$ cat src/rtl/fpdiv_pkg.sv
// Shared types and encodings for the Goldschmidt divider controller.
// Select encodings must match the fpdiv datapath operand muxes.
package fpdiv_pkg;

    localparam int MANT_W = 28;
    localparam int EXP_W  = 8;

    typedef enum logic [2:0] {
        IDLE,
        LOAD_B,
        LOAD_AC,
        ITER_B,
        ITER_AC,
        FINAL_B,
        ROUND,
        DONE
    } state_t;

    localparam logic [1:0] MUXA_ITER = 2'b00;
    localparam logic [1:0] MUXA_RND  = 2'b01;
    localparam logic [1:0] MUXA_INIT = 2'b10;

    localparam logic [1:0] MUXB_AC   = 2'b00;
    localparam logic [1:0] MUXB_INIT = 2'b01;
    localparam logic [1:0] MUXB_ITER = 2'b10;
    localparam logic [1:0] MUXB_SQ   = 2'b11;

    // Hidden leading one, 23-bit fraction, four guard bits for the datapath.
    function automatic logic [MANT_W-1:0] mant_of(input logic [31:0] bits);
        return {1'b1, bits[22:0], 4'b0000};
    endfunction

endpackage

$ cat src/rtl/fpdiv_ctrl.sv
// Sequencer for the fpdiv Goldschmidt datapath: captures the operands on an
// accepted start, then steps the mux selects and register enables through the iterations.
module fpdiv_ctrl
    import fpdiv_pkg::*;
#(
    parameter int NITER = 3
) (
    input  logic              clk,
    input  logic              reset,
    input  logic              start,
    input  logic [31:0]       x_bits,
    input  logic [31:0]       d_bits,
    input  logic              rm_in,
    output logic [MANT_W-1:0] x,
    output logic [MANT_W-1:0] d,
    output logic [EXP_W-1:0]  x_exp,
    output logic [EXP_W-1:0]  d_exp,
    output logic              x_sign,
    output logic              d_sign,
    output logic [1:0]        sel_muxa,
    output logic [1:0]        sel_muxb,
    output logic              enA,
    output logic              enB,
    output logic              enC,
    output logic              enR,
    output logic              rMode,
    output logic              busy,
    output logic              done
);

    localparam int CNT_W = $clog2(NITER) + 1;
    localparam logic [CNT_W-1:0] LAST_ITER = CNT_W'(NITER - 1);

    state_t             state_q, state_d;
    logic [CNT_W-1:0]   cnt_q, cnt_d;
    logic               accept;

    assign accept = (state_q == IDLE) && start;

    always_ff @(posedge clk or negedge reset) begin
        if (!reset) begin
            state_q <= IDLE;
            cnt_q   <= '0;
        end else begin
            state_q <= state_d;
            cnt_q   <= cnt_d;
        end
    end

    // Operands are frozen for the whole operation; only an accepted start reloads them.
    always_ff @(posedge clk or negedge reset) begin
        if (!reset) begin
            x      <= '0;
            d      <= '0;
            x_exp  <= '0;
            d_exp  <= '0;
            x_sign <= 1'b0;
            d_sign <= 1'b0;
            rMode  <= 1'b0;
        end else if (accept) begin
            x      <= mant_of(x_bits);
            d      <= mant_of(d_bits);
            x_exp  <= x_bits[30:23];
            d_exp  <= d_bits[30:23];
            x_sign <= x_bits[31];
            d_sign <= d_bits[31];
            rMode  <= rm_in;
        end
    end

    always_comb begin
        state_d  = state_q;
        cnt_d    = cnt_q;
        sel_muxa = MUXA_ITER;
        sel_muxb = MUXB_AC;
        enA      = 1'b0;
        enB      = 1'b0;
        enC      = 1'b0;
        enR      = 1'b0;
        done     = 1'b0;
        busy     = (state_q != IDLE);
        unique case (state_q)
            IDLE: begin
                if (start) state_d = LOAD_B;
            end
            LOAD_B: begin
                sel_muxa = MUXA_INIT;
                sel_muxb = MUXB_INIT;
                enB      = 1'b1;
                state_d  = LOAD_AC;
            end
            LOAD_AC: begin
                sel_muxa = MUXA_INIT;
                sel_muxb = MUXB_AC;
                enA      = 1'b1;
                enC      = 1'b1;
                cnt_d    = '0;
                state_d  = ITER_B;
            end
            ITER_B: begin
                sel_muxb = MUXB_ITER;
                enB      = 1'b1;
                state_d  = ITER_AC;
            end
            ITER_AC: begin
                sel_muxb = MUXB_SQ;
                enA      = 1'b1;
                enC      = 1'b1;
                cnt_d    = cnt_q + CNT_W'(1);
                state_d  = (cnt_q < LAST_ITER) ? ITER_B : FINAL_B;
            end
            FINAL_B: begin
                sel_muxb = MUXB_ITER;
                enB      = 1'b1;
                state_d  = ROUND;
            end
            ROUND: begin
                sel_muxa = MUXA_RND;
                sel_muxb = MUXB_ITER;
                enR      = 1'b1;
                state_d  = DONE;
            end
            DONE: begin
                sel_muxa = MUXA_RND;
                sel_muxb = MUXB_ITER;
                done     = 1'b1;
                state_d  = IDLE;
            end
            default: state_d = IDLE;
        endcase
    end

endmodule
$ cat config.mk
export PLATFORM = sky130hd
export DESIGN_NAME = fpdiv_ctrl
export DESIGN_NICKNAME = d
export VERILOG_FILES = /design/src/rtl/fpdiv_pkg.sv /design/src/rtl/fpdiv_ctrl.sv
export SDC_FILE = /design/constraint.sdc
export NUM_CORES = 1
export LEC_CHECK = 0
export CORE_AREA = 5 5 85 87
export CTS_BUF_LIST = sky130_fd_sc_hd__clkbuf_8
export DETAILED_ROUTE_END_ITERATION = 10
export DIE_AREA = 0 0 90 92
export DONT_BUFFER_PORTS = 1
export PLACE_DENSITY_LB_ADDON = 0.1
export SLEW_MARGIN = 20
export SYNTH_ARGS = -nofsm -noshare
export SYNTH_HDL_FRONTEND = slang
export SYNTH_SLANG_ARGS = --single-unit
$ cat constraint.sdc
create_clock -name clk -period 2.64 [get_ports clk]
set_input_delay 0.396 -clock clk [delete_from_list [all_inputs] [get_ports clk]]
set_output_delay 0.396 -clock clk [all_outputs]
set_load 0.01 [all_outputs]
==> impl_metrics.yaml <==
sta:
  fin_ws_ns: 0.595
  hold_viol: 0
  min_period_ns: 2.04
  final-setup-viol-count: 0
  rsz0062_at_grt: "no"
  tns_ns: 0
  skew_ns: 0.00980
  finalCritPeriodShare_pct: 77.4
  slew_violations: 0
  fmax_mhz: 489
final_layout:
  fin_nets: 268
  synthToLayoutAreaGrowth_pct: 6.57
  drive_above_1_share_pct: 37.3
  final_core_util_pct: 52.4
  diodes: 0
critical_path:
  critPathLaunchType: "flip-flop"
  reg2reg_depth: 4
  slowest_delay_ns: 0.55
  r2r-end: "d[10]$_DFFE_PN0P_"
  worst_path_max_delay_cell: "dfrtp_1"
  worstPathCellList: "or3_4 -> nor2_4 -> buf_12 -> mux2_2"
  cp_data_required_time_ns: 2.85
  end_kind: "flip-flop"
  r2r_start: "state_q[1]$_DFFE_PN0P_"
  rrSetupSlack_ns: 0.60
  crit_fanout: 66
  path_class: "reg -> reg"
  arrival_ns: 2.26
hold_path:
  min_path_cells: 1
  hold_path_class: "in -> reg"
  holdPathEnd: "x[26]$_DFFE_PN0P_"
  min_from: "x_bits[22]"
global_route:
  grt_usage_pct: 14.9
  grt_pass1_wl_um: 9720
  grt_overflow: 0
  grt_pass1_vias: 1673
  antenna_found_initial: 2
  grt_max_degree: 73
outcome:
  outcome: "finished, final reports clean"
pwr:
  cellPowerDensity_nw_per_um2: 1360
  ir_drop_mv: 0.649
  p_leak_uw: 0.00145
synthesis:
  synth_compound_area_share_pct: 2.64
  synth_cells: 199
  synth_fa_ha_area_share_pct: 0.406
  synth.area.mux_share_pct: 27.4
  synth_cell_types: 30
  synth_area_um2: 3090
  synth_top_family_by_area: "multiplexers"
  ys_ff_latch: 72
  synthXorXnorAreaFrac_pct: 0.852
  yosys.area_share.simple_pct: 3.41
  synth_seq_area_share_pct: 58.4
  yosys_warnings: 0
  synth.avg_cell_area_um2: 15.5
cts:
  ctsHoldBuffers: 2
  clk_pin_slew_ns: 0.07
  post_cts_buffers: 0
  ctsHtreeMaxLevel: 3
  cts_max_path_buffers: 2
  root_buffer: "clkbuf_8"
  cts.sinks: 72
  cts_resized: 0
  cts_tree: "yes"
  clk-insertion-delay-late_ns: 0.33
  cts_buffers: 9
floorplanning:
  ios: 153
  rows: 29
  die_h_um: 92
  die_w_um: 90
  core_um2: 6280
  initial_utilization_pct: 49.2
  die-area_um2: 8280
flow_run:
  maxCapViolations: 0
placement:
  dp_slack_ns: 0.617
  numPortBuffers: 0
  dp.final_hpwl_um: 4380
  globalplace.congestion: 0.673
route:
  top_layer_used: "met5"
  antenna_left: 0
  wl_per_cell_um: 21.9
  wl_met2_um: 3140
  drc: 0
  met3_length_um: 645
  routed_wl_um: 6150
  avgViaCountPerCell: 5.48
  met1_length_um: 2250
  num_vias: 1539
  drt_first_pass_iters: 4
  drtIter0Drc: 45
## cell usage after synthesis
cell type	n	area, µm²
or3_4	1	11.3
o31ai_1	1	7.51
mux2_1	9	101
ha_1	1	12.5
buf_6	2	22.5
a21o_1	1	7.51
nor2_1	7	26.3
nor3b_1	1	7.51
and3_1	1	6.26
mux2_4	30	450
a31oi_1	1	6.26
nor2b_1	1	6.26
nand2_1	4	15.0
nor4b_1	1	8.76
nor2_4	1	11.3
buf_8	1	15.0
conb_1	1	3.75
or2_2	1	6.26
clkbuf_1	2	7.51
dfrtp_1	72	1800
a21oi_1	5	25.0
a211oi_1	2	15.0
o21ai_0	4	20.0
and2_1	1	6.26
inv_1	3	11.3
mux2_2	26	293
buf_1	1	3.75
buf_4	12	90.1
buf_12	3	60.1
xnor2_1	3	26.3
## report_power, final
group / leakage, µW / internal, µW / total [µW] / switching, µW
Sequential: 0.000855 / 1660 / 2410 / 750
Clock: 0.000110 / 553 / 938 / 385
Combinational: 0.000486 / 712 / 1140 / 428
## cells in the final DEF (no fill, tap or decap), types with 2 or more instances in the layout
cell type	instances
dfrtp_1	72
mux2_4	30
mux2_2	26
clkbuf_8	10
mux2_1	9
conb_1	8
nor2_1	7
a21oi_1	5
inv_1	4
nand2_1	4
o21ai_0	4
xnor2_1	3
a211oi_1	2
clkinvlp_4	2
bufinv_16	2
## registers in the layout (all words and copies together) (netlist names)
signal,cells
x_exp,8
rMode,1
d,24
cnt_q,3
x_sign,1
d_sign,1
state_q,3
x,23
d_exp,8
## layout make-up
cell class	instances	area (µm²)
Sequential cell	72	1800
Multi-Input combinational cell	110	1100
Timing Repair Buffer	3	57.6
Inverter	3	11.3
Clock inverter	6	83.8
Tap cell	77	96.3
Clock buffer	10	138
Fill cell	530	2990
## critical path, delay by kind of cell, from the launching register on
kind | cells | cell delay (ns)
flops | 1 | 0.55
simple gates | 2 | 0.59
mux | 1 | 0.39
buf+inv | 1 | 0.32
## worst max path at each step
stage / from / endpoint / slack, ns / depth (start not counted)
finish: state_q[1]$_DFFE_PN0P_ / d[10]$_DFFE_PN0P_ / 0.60 / 4
global route: state_q[1]$_DFFE_PN0P_ / d[8]$_DFFE_PN0P_ / 0.50 / 4
CTS: state_q[1]$_DFFE_PN0P_ / d[16]$_DFFE_PN0P_ / 0.60 / 4
detailed placement: state_q[1]$_DFFE_PN0P_ / d[14]$_DFFE_PN0P_ / 0.62 / 4
global placement: state_q[1]$_DFFE_PN0P_ / d[9]$_DFFE_PN0P_ / 0.67 / 4
floorplan: state_q[1]$_DFFE_PN0P_ / d[4]$_DFFE_PN0P_ / 0.92 / 6
## per-layer routing
metal,vias to the layer above,GRT usage (%)
met2,100,24.9
met5,-,0
met4,4,7.82
met3,11,7.36
met1,756,15.6
li1,668,-
## cells by family after synthesis
family	Yosys count
adders and majority gates	1
other	1
and+or+nand+nor	19
DFF	72
AOI/OAI and AO/OA	14
buffers and inverters	24
muxes	65
xor gates and xnor gates	3
## through the flow
| step | cells | cell area (µm²) | power, µW | hold WS [ns] |
|---|---|---|---|---|
| floorplan | 206 | 3110 | 3360 | 0.100 |
| global placement | 263 | 3030 | 3500 | 0.102 |
| detailed placement | 263 | 3030 | 3570 | 0.102 |
| CTS | 281 | 3290 | 4560 | 0.174 |
| global route | 281 | 3290 | 4760 | 0.167 |
| finish | 281 | 3290 | 4490 | 0.201 |
No activity file was read; power rests on OpenSTA's default activity.
